[src/rtl/cpu_pipe_pkg.sv]
// cpu_pipe_pkg: shared types and defaults for the fetch/decode pipeline registers
package cpu_pipe_pkg;
  typedef enum logic [1:0] {EMPTY, ONE, TWO} skid_state_t;
  localparam int PC_W_DEF = 12;
  localparam int INST_W_DEF = 16;
  localparam int FWD_W_DEF = 4;
  localparam logic [INST_W_DEF-1:0] NOP_INST_DEF = '0;
  typedef struct packed {
    logic [PC_W_DEF-1:0]   pc;
    logic [INST_W_DEF-1:0] inst;
    logic [FWD_W_DEF-1:0]  fwd;
  } payload_t;
endpackage

[src/rtl/pipe_payload_reg.sv]
// pipe_payload_reg: single-entry payload register with clear-over-load priority
module pipe_payload_reg
  import cpu_pipe_pkg::*;
#(
  parameter type T = payload_t,
  parameter T CLR_VAL = T'('0)
) (
  input  logic clk,
  input  logic clr,
  input  logic ld,
  input  T     d,
  output T     q
);
  // clear wins so a squash always leaves the NOP payload behind
  always_ff @(posedge clk)
    if (clr) q <= CLR_VAL;
    else if (ld) q <= d;
endmodule

[src/rtl/decode_stage_reg.sv]
// decode_stage_reg: fetch-to-decode register with two-entry skid buffer, flush and stall counter
module decode_stage_reg
  import cpu_pipe_pkg::*;
#(
  parameter int PC_W = PC_W_DEF,
  parameter int INST_W = INST_W_DEF,
  parameter int FWD_LSB = 4,
  parameter int FWD_W = FWD_W_DEF,
  parameter logic [INST_W-1:0] NOP_INST = INST_W'(NOP_INST_DEF),
  parameter int STALL_W = 8
) (
  input  logic               clk,
  input  logic               reset,
  input  logic               flush,
  input  logic               valid_f,
  output logic               ready_f,
  input  logic [PC_W-1:0]    pc_f,
  input  logic [INST_W-1:0]  inst_f,
  output logic               valid_d,
  input  logic               ready_d,
  output logic [PC_W-1:0]    pc_d,
  output logic [INST_W-1:0]  inst_d,
  output logic [FWD_W-1:0]   forward_add_d,
  output logic [STALL_W-1:0] stall_cnt
);
  typedef struct packed {
    logic [PC_W-1:0]   pc;
    logic [INST_W-1:0] inst;
    logic [FWD_W-1:0]  fwd;
  } pay_t;
  localparam pay_t NOP_PAY = '{pc: '0, inst: NOP_INST, fwd: NOP_INST[FWD_LSB +: FWD_W]};
  skid_state_t state, nxt;
  pay_t in_p, main_d, main_q, skid_q;
  logic in_fire, out_fire, clr, main_ld, skid_ld;
  assign in_p = '{pc: pc_f, inst: inst_f, fwd: inst_f[FWD_LSB +: FWD_W]};
  assign in_fire = valid_f & ready_f;
  assign out_fire = valid_d & ready_d;
  assign clr = reset | flush;
  assign main_ld = (state == EMPTY & in_fire) | (state == ONE & in_fire & out_fire) | (state == TWO & out_fire);
  assign skid_ld = state == ONE & in_fire & ~out_fire;
  assign main_d = state == TWO ? skid_q : in_p;
  assign pc_d = main_q.pc;
  assign inst_d = main_q.inst;
  assign forward_add_d = main_q.fwd;
  pipe_payload_reg #(.T(pay_t), .CLR_VAL(NOP_PAY)) u_main (
    .clk(clk), .clr(clr), .ld(main_ld), .d(main_d), .q(main_q)
  );
  pipe_payload_reg #(.T(pay_t), .CLR_VAL(NOP_PAY)) u_skid (
    .clk(clk), .clr(clr), .ld(skid_ld), .d(in_p), .q(skid_q)
  );
  // occupancy state; reset and flush both empty the buffer
  always_ff @(posedge clk)
    if (clr) state <= EMPTY;
    else state <= nxt;
  // occupancy transitions from the two handshakes
  always_comb
    nxt = state == EMPTY ? (in_fire ? ONE : EMPTY) :
          state == ONE   ? (in_fire & ~out_fire ? TWO : ~in_fire & out_fire ? EMPTY : ONE) :
                           (out_fire ? ONE : TWO);
  // handshake outputs decode straight from the state register, no path from ready_d
  always_comb begin
    ready_f = state != TWO;
    valid_d = state != EMPTY;
  end
  // saturating stall counter, survives flush
  always_ff @(posedge clk)
    if (reset) stall_cnt <= '0;
    else if (valid_d & ~ready_d & ~&stall_cnt) stall_cnt <= stall_cnt + 1'b1;
endmodule
[config.mk]
export PLATFORM = sky130hd
export DESIGN_NAME = decode_stage_reg
export DESIGN_NICKNAME = d
export VERILOG_FILES = /design/src/rtl/cpu_pipe_pkg.sv /design/src/rtl/pipe_payload_reg.sv /design/src/rtl/decode_stage_reg.sv
export SDC_FILE = /design/constraint.sdc
export NUM_CORES = 1
export LEC_CHECK = 0
export ABC_AREA = 0
export CORE_ASPECT_RATIO = 1.25
export CORE_MARGIN = 3
export CORE_UTILIZATION = 30
export CTS_CLUSTER_DIAMETER = 60
export DETAILED_ROUTE_END_ITERATION = 8
export PLACE_DENSITY = 0.54
export SLEW_MARGIN = 5
export SYNTH_ARGS = -nofsm -noshare
export SYNTH_HDL_FRONTEND = slang
export SYNTH_SLANG_ARGS = --single-unit
export TNS_END_PERCENT = 20
[constraint.sdc]
create_clock -name clk -period 2.22 [get_ports clk]
set_clock_uncertainty 0.2 [all_clocks]
set_input_delay 0.666 -clock clk [delete_from_list [all_inputs] [get_ports clk]]
set_output_delay 0.666 -clock clk [all_outputs]
set_load 0.03 [all_outputs]
== Word level (Yosys, flattened, before mapping) ==
Cells that the tools add are included.
Storage, ports and cells
  bits in registers: 74
  input bits: 33
Cells by class
  add/sub/neg operators: 1
  equal/unequal tests: 3
  mux-type cells: 7
  bitwise operators: 17
  reduce and logical (&&, ||, !) cells: 4
Operator list (count)
  32-bit 2-to-1 mux: 1
  1-bit bitwise AND: 11
  8-bit by 1-bit adder with 8-bit output (second input constant): 1
  2-bit 2-to-1 mux: 4
  8-bit AND reduction: 1
  1-bit inverter: 3
  1-bit OR: 3
  2-bit by 1-bit equality test with 1-bit output (second input constant): 1
  2-bit equality test (second input constant): 1
  2-bit zero test: 1
  1-bit 2-to-1 mux: 2
  2-bit inequality test (second input constant): 1
  2-bit nonzero test: 1
  1-bit zero test: 1

== Logic depth before layout (Yosys ltp) ==
  word-level depth: 8
  gate-level depth with buffers: 7
  depth with buffers taken out: 5

== Cells and area by module ==
Synthesis repeated with hierarchy kept, for this count alone.
Second synthesis, totals
  cells, all modules: 373
  area total of the unflattened synthesis: 3240.6 µm²
Modules (own cells, without submodules)
  pipe_payload_reg: instances 2, cells each 103, area an instance 1163.6 µm², seq. area each 640.6 µm²
  decode_stage_reg: instances 1, cells each 167, area an instance 913.4 µm², seq. area each 200.2 µm²

== Least setup slack after synthesis ==
No wires, ideal clock.
  kind: input -> register
  start point: input port reset
  end point: register u_skid.q[0] in the netlist's numbering
  data arrival time: 1596 ps
  data required time: 1900 ps
  setup slack: 304 ps
  stages on the path: 6
  buffers on the path: 4
  cell sequence: buf_2 -> or2_2 -> clkbuf_1 -> clkbuf_1 -> buf_2 -> a21oi_1
Between the ends
  word-level cells in the longest chain between the ends: 1
RTL lines
  start: declaration: RTL line decode_stage_reg.sv:13  | input logic reset,
  1-bit OR: RTL line decode_stage_reg.sv:38  | assign clr = reset | flush;
  end signal: assignment: RTL line pipe_payload_reg.sv:16  | if (clr) q <= CLR_VAL;
  end signal: assignment: RTL line pipe_payload_reg.sv:17  | else if (ld) q <= d;
  end: declaration: RTL line pipe_payload_reg.sv:12  | output T q
Every way passes these cells.
A chain may end at the register's enable or synchronous reset.

== Worst setup path after layout ==
  start point: register u_main.q[22] in the netlist's numbering
  end point: output port pc_d[2]
RTL lines
  start: declaration: RTL line pipe_payload_reg.sv:12
  start signal: assignment: RTL line pipe_payload_reg.sv:16
  start signal: assignment: RTL line pipe_payload_reg.sv:17
  end: declaration: RTL line decode_stage_reg.sv:21  | output logic [PC_W-1:0] pc_d,
No word-level cell between the ends.

==> results by group <==
Placed design
  – # port buffers: 74
  – DP HPWL: 4.36 mm
  – RePlAce Congestion: 0.766
  – Dpl cells: around 500

Critical path
  – R2r endpoint: stall_cnt[4]$_SDFFE_PP0P_
  – Max stage delay on crit path: 0.66 ns
  – Start of the worst register-to-register path: stall_cnt[0]$_SDFFE_PP0P_
  – Crit path kind: reg -> out
  – Startpoint types: register
  – Critical path buffer and inverter count: 1
  – CP Data Required Time: roughly 1.4 ns
  – Flop-to-flop setup slack: a little over 0.4 ns
  – FF-to-FF path depth: 4
  – Crit end category: primary output
  – Crit-path slowest cell: clkdlybuf4s50_1
  – Crit-path cells: clkdlybuf4s50_1
  – CP arrival: 1.31 ns
  – Critical Path Fanout Max: 2
  – Cell family contributing the most delay on the critical path: buffers and inverters

STA
  – Slew @ Worst Pin: between 0.3 and 0.4 ns
  – RSZ-0062 raised after global routing: false
  – Max Clk Rate: ~460 MHz
  – Final Max Tran Viols: 0
  – Final period util: 0.980
  – Relative slew slack: 0.757
  – Final hold violation count: 0
  – Fin Hold WS: 0.251 ns
  – Final setup violation count: 0
  – Setup TNS: 0 ns
  – Post-route minimum period: approximately 2.2 ns

CTS
  – Clock Pin Slew Worst Setup and Hold Paths: about 0.060 ns
  – CTS Hold Bufs: 0
  – H-tree depth: 3
  – Clk Latency, worst-skew pair: approximately 0.33 ns
  – Number of buffers created by CTS: 9
  – CTS tree: built
  – Clock Tree Buf Depth: 2
  – Root buffer selected by CTS: clkbuf_8
  – Clk sinks: 66

Power
  – Logic pwr share: 0.135
  – Clock power share: 0.368
  – Sw Ratio: 0.260
  – Maximum vdd ir drop: 0.383 mV
  – LEAKAGE: 1.79 nW
  – NetSw: approximately 0.00064 W
  – Flop pwr share: 0.498
  – Power per cell area: approximately 640 nW/um^2
  – Internal Power: ~0.0018 W
  – Overall power: roughly 0.0025 W

Worst hold path
  – Hold Path Cell Cnt: 2
  – Hold path endpoint: u_skid.q[22]$_SDFFE_PP0P_
  – Worst Min Path Start: u_skid.q[22]$_SDFFE_PP0P_
  – Worst hold path class: reg -> reg

Drt
  – Vias: about 2400
  – DR WL/cell: about 13 um
  – Starting DRT DRC Count: 80
  – Via/cell ratio: 4.70
  – Total Wirelength: between 6 and 7 mm
  – # DRC: 0
  – Remaining antenna violation count: 0
  – Drt first pass iters: 4

Synth
  – Syn Nets: 349
  – Synthesized area per cell: 8.76 um^2
  – Sequential share of the synthesized area: 0.480
  – Synth warn: 0
  – #FFs+latches synth: 66
  – Mapped Area: between 2000 and 3000 um^2
  – Synth cell types: 31
  – Post-synth EDFFs: 0
  – Primary FF master, synth: dfxtp_1
  – Synth async-reset ratio: 0
  – Mapped Cells: roughly 310

Floorplanning
  – Rows: 38
  – Ports: 75
  – Die Ht: 113 um
  – Starting Density: 0.313
  – Core ar.: a little under 9000 um^2
  – Die ar.: between 10000 and 15000 um^2
  – Die width: 91.6 um

Layout
  – Filler Cells Inserted: about 900
  – NumNets Final: 425
  – Antenna diodes: 0
  – Final Core Density: 0.442
  – Layout cells sized above 1: 0.109
  – Most common cell after layout, fill and taps aside: dfxtp_1
  – Most frequent cells in the layout: dfxtp_1, nand2_1, a21oi_1
  – Non-filler cells, final: between 500 and 600
  – Synth-to-Final Area Change: 41.3%

Global route
  – Initial antenna violation count: 0
  – Pin count of the biggest net entering global routing: 31
  – Global-route wire length before repair: 10.7 mm
  – Gr ovfl total: 0
  – Gr usage total: 0.128
  – Vias in the first global route: 2204

Run
  – Total of max-cap violations: 0

Status
  – Outcome: completed
==> logic make-up (layout without fill, tap and decap cells) <==
| logic type | Yosys count | in the layout | synth area share |
|---|---|---|---|
| XOR/XNOR | 1 | 1 | 0.00319 |
| AND/OR/NAND/NOR | 111 | 111 | 0.172 |
| buffers and inverters | 31 | 112 | 0.0591 |
| adder cells (fa/ha/maj) | 2 | 2 | 0.00910 |
| AO/OA/AOI/OAI | 73 | 73 | 0.167 |
| flip-flops | 66 | 66 | 0.480 |
| multiplexers | 30 | 30 | 0.109 |
==> worst max path at each step <==
| stage | from | end | slack, ns | cells after the start |
|---|---|---|---|---|
| after floorplan | reset | u_skid.q[0]$_SDFFE_PP0P_ | 0.30 | 6 |
| after global placement | ready_d | stall_cnt[4]$_SDFFE_PP0P_ | -0.19 | 5 |
| after detailed placement | ready_d | u_main.q[25]$_SDFFE_PP0P_ | -0.22 | 7 |
| after CTS | u_main.q[7]$_SDFFE_PP0P_ | inst_d[3] | 0.0009 | 1 |
| after global routing | state[1]$_SDFF_PP0_ | valid_d | 0.003 | 2 |
| final | u_main.q[22]$_SDFFE_PP0P_ | pc_d[2] | 0.04 | 1 |
==> area by class of cell <==
type	instances	area, um^2	area share
Multi-Input combinational cell	217	1280	0.330
Sequential cell	66	1320	0.340
Clock buffer	11	151	0.0390
Tap cell	120	150	0.0386
Timing Repair Buffer	93	938	0.242
Inverter	3	11.3	0.00290
Clock inverter	5	28.8	0.00741
==> stage by stage <==
stage / instance area (um^2) / setup slack, ns
6_report: 3880 / 0.0446
5_1_grt: 3880 / 0.00341
4_1_cts: 3870 / 0.000853
3_5_place_dp: 3730 / -0.220
3_3_place_gp: 3730 / -0.187
2_1_floorplan: 2750 / 0.304
==> sequential cells by signal (all words and copies together) (netlist names) <==
signal,count
stall_cnt,8
u_main.q,28
state,2
u_skid.q,28
==> timing repair <==
item	CTS	global route
setup endpoints to repair	35	6
resized for setup	35	6
buffers inserted	0	0
==> power by group through the flow <==
stage / Combinational (W) / Sequential, W / Clock, W
CTS: 0.000339 / 0.00123 / 0.000949
finish: 0.000333 / 0.00123 / 0.000908
detailed placement: 0.000354 / 0.00126 / 0
floorplan: 0.000131 / 0.00130 / 0
global placement: 0.000352 / 0.00126 / 0
global route: 0.000362 / 0.00123 / 0.000998
==> cells in the mapped netlist (2+ instances only) <==
cell type,instances,area share
buf_1,3,0.0041
nand2b_1,2,0.0045
buf_4,7,0.019
a21oi_1,35,0.064
inv_1,3,0.0041
nor2b_1,2,0.0045
nor2_1,31,0.042
or2_2,2,0.0045
dfxtp_1,66,0.48
buf_2,10,0.018
or3_1,4,0.0091
nand2_1,59,0.081
nand3_1,4,0.0073
ha_1,2,0.0091
a211oi_1,29,0.079
o21ai_0,5,0.0091
clkbuf_1,7,0.0096
mux2i_1,30,0.11
==> layer usage <==
layer  up-vias  global-route usage  part of all wire
met5         -                   0                 0
met4         0              0.0573             0.018
met3        10              0.0286             0.049
met2        53               0.199              0.46
met1      1130               0.170              0.47
li1       1230                   -                 -
Note: power is estimated with default switching activity, not from simulation.
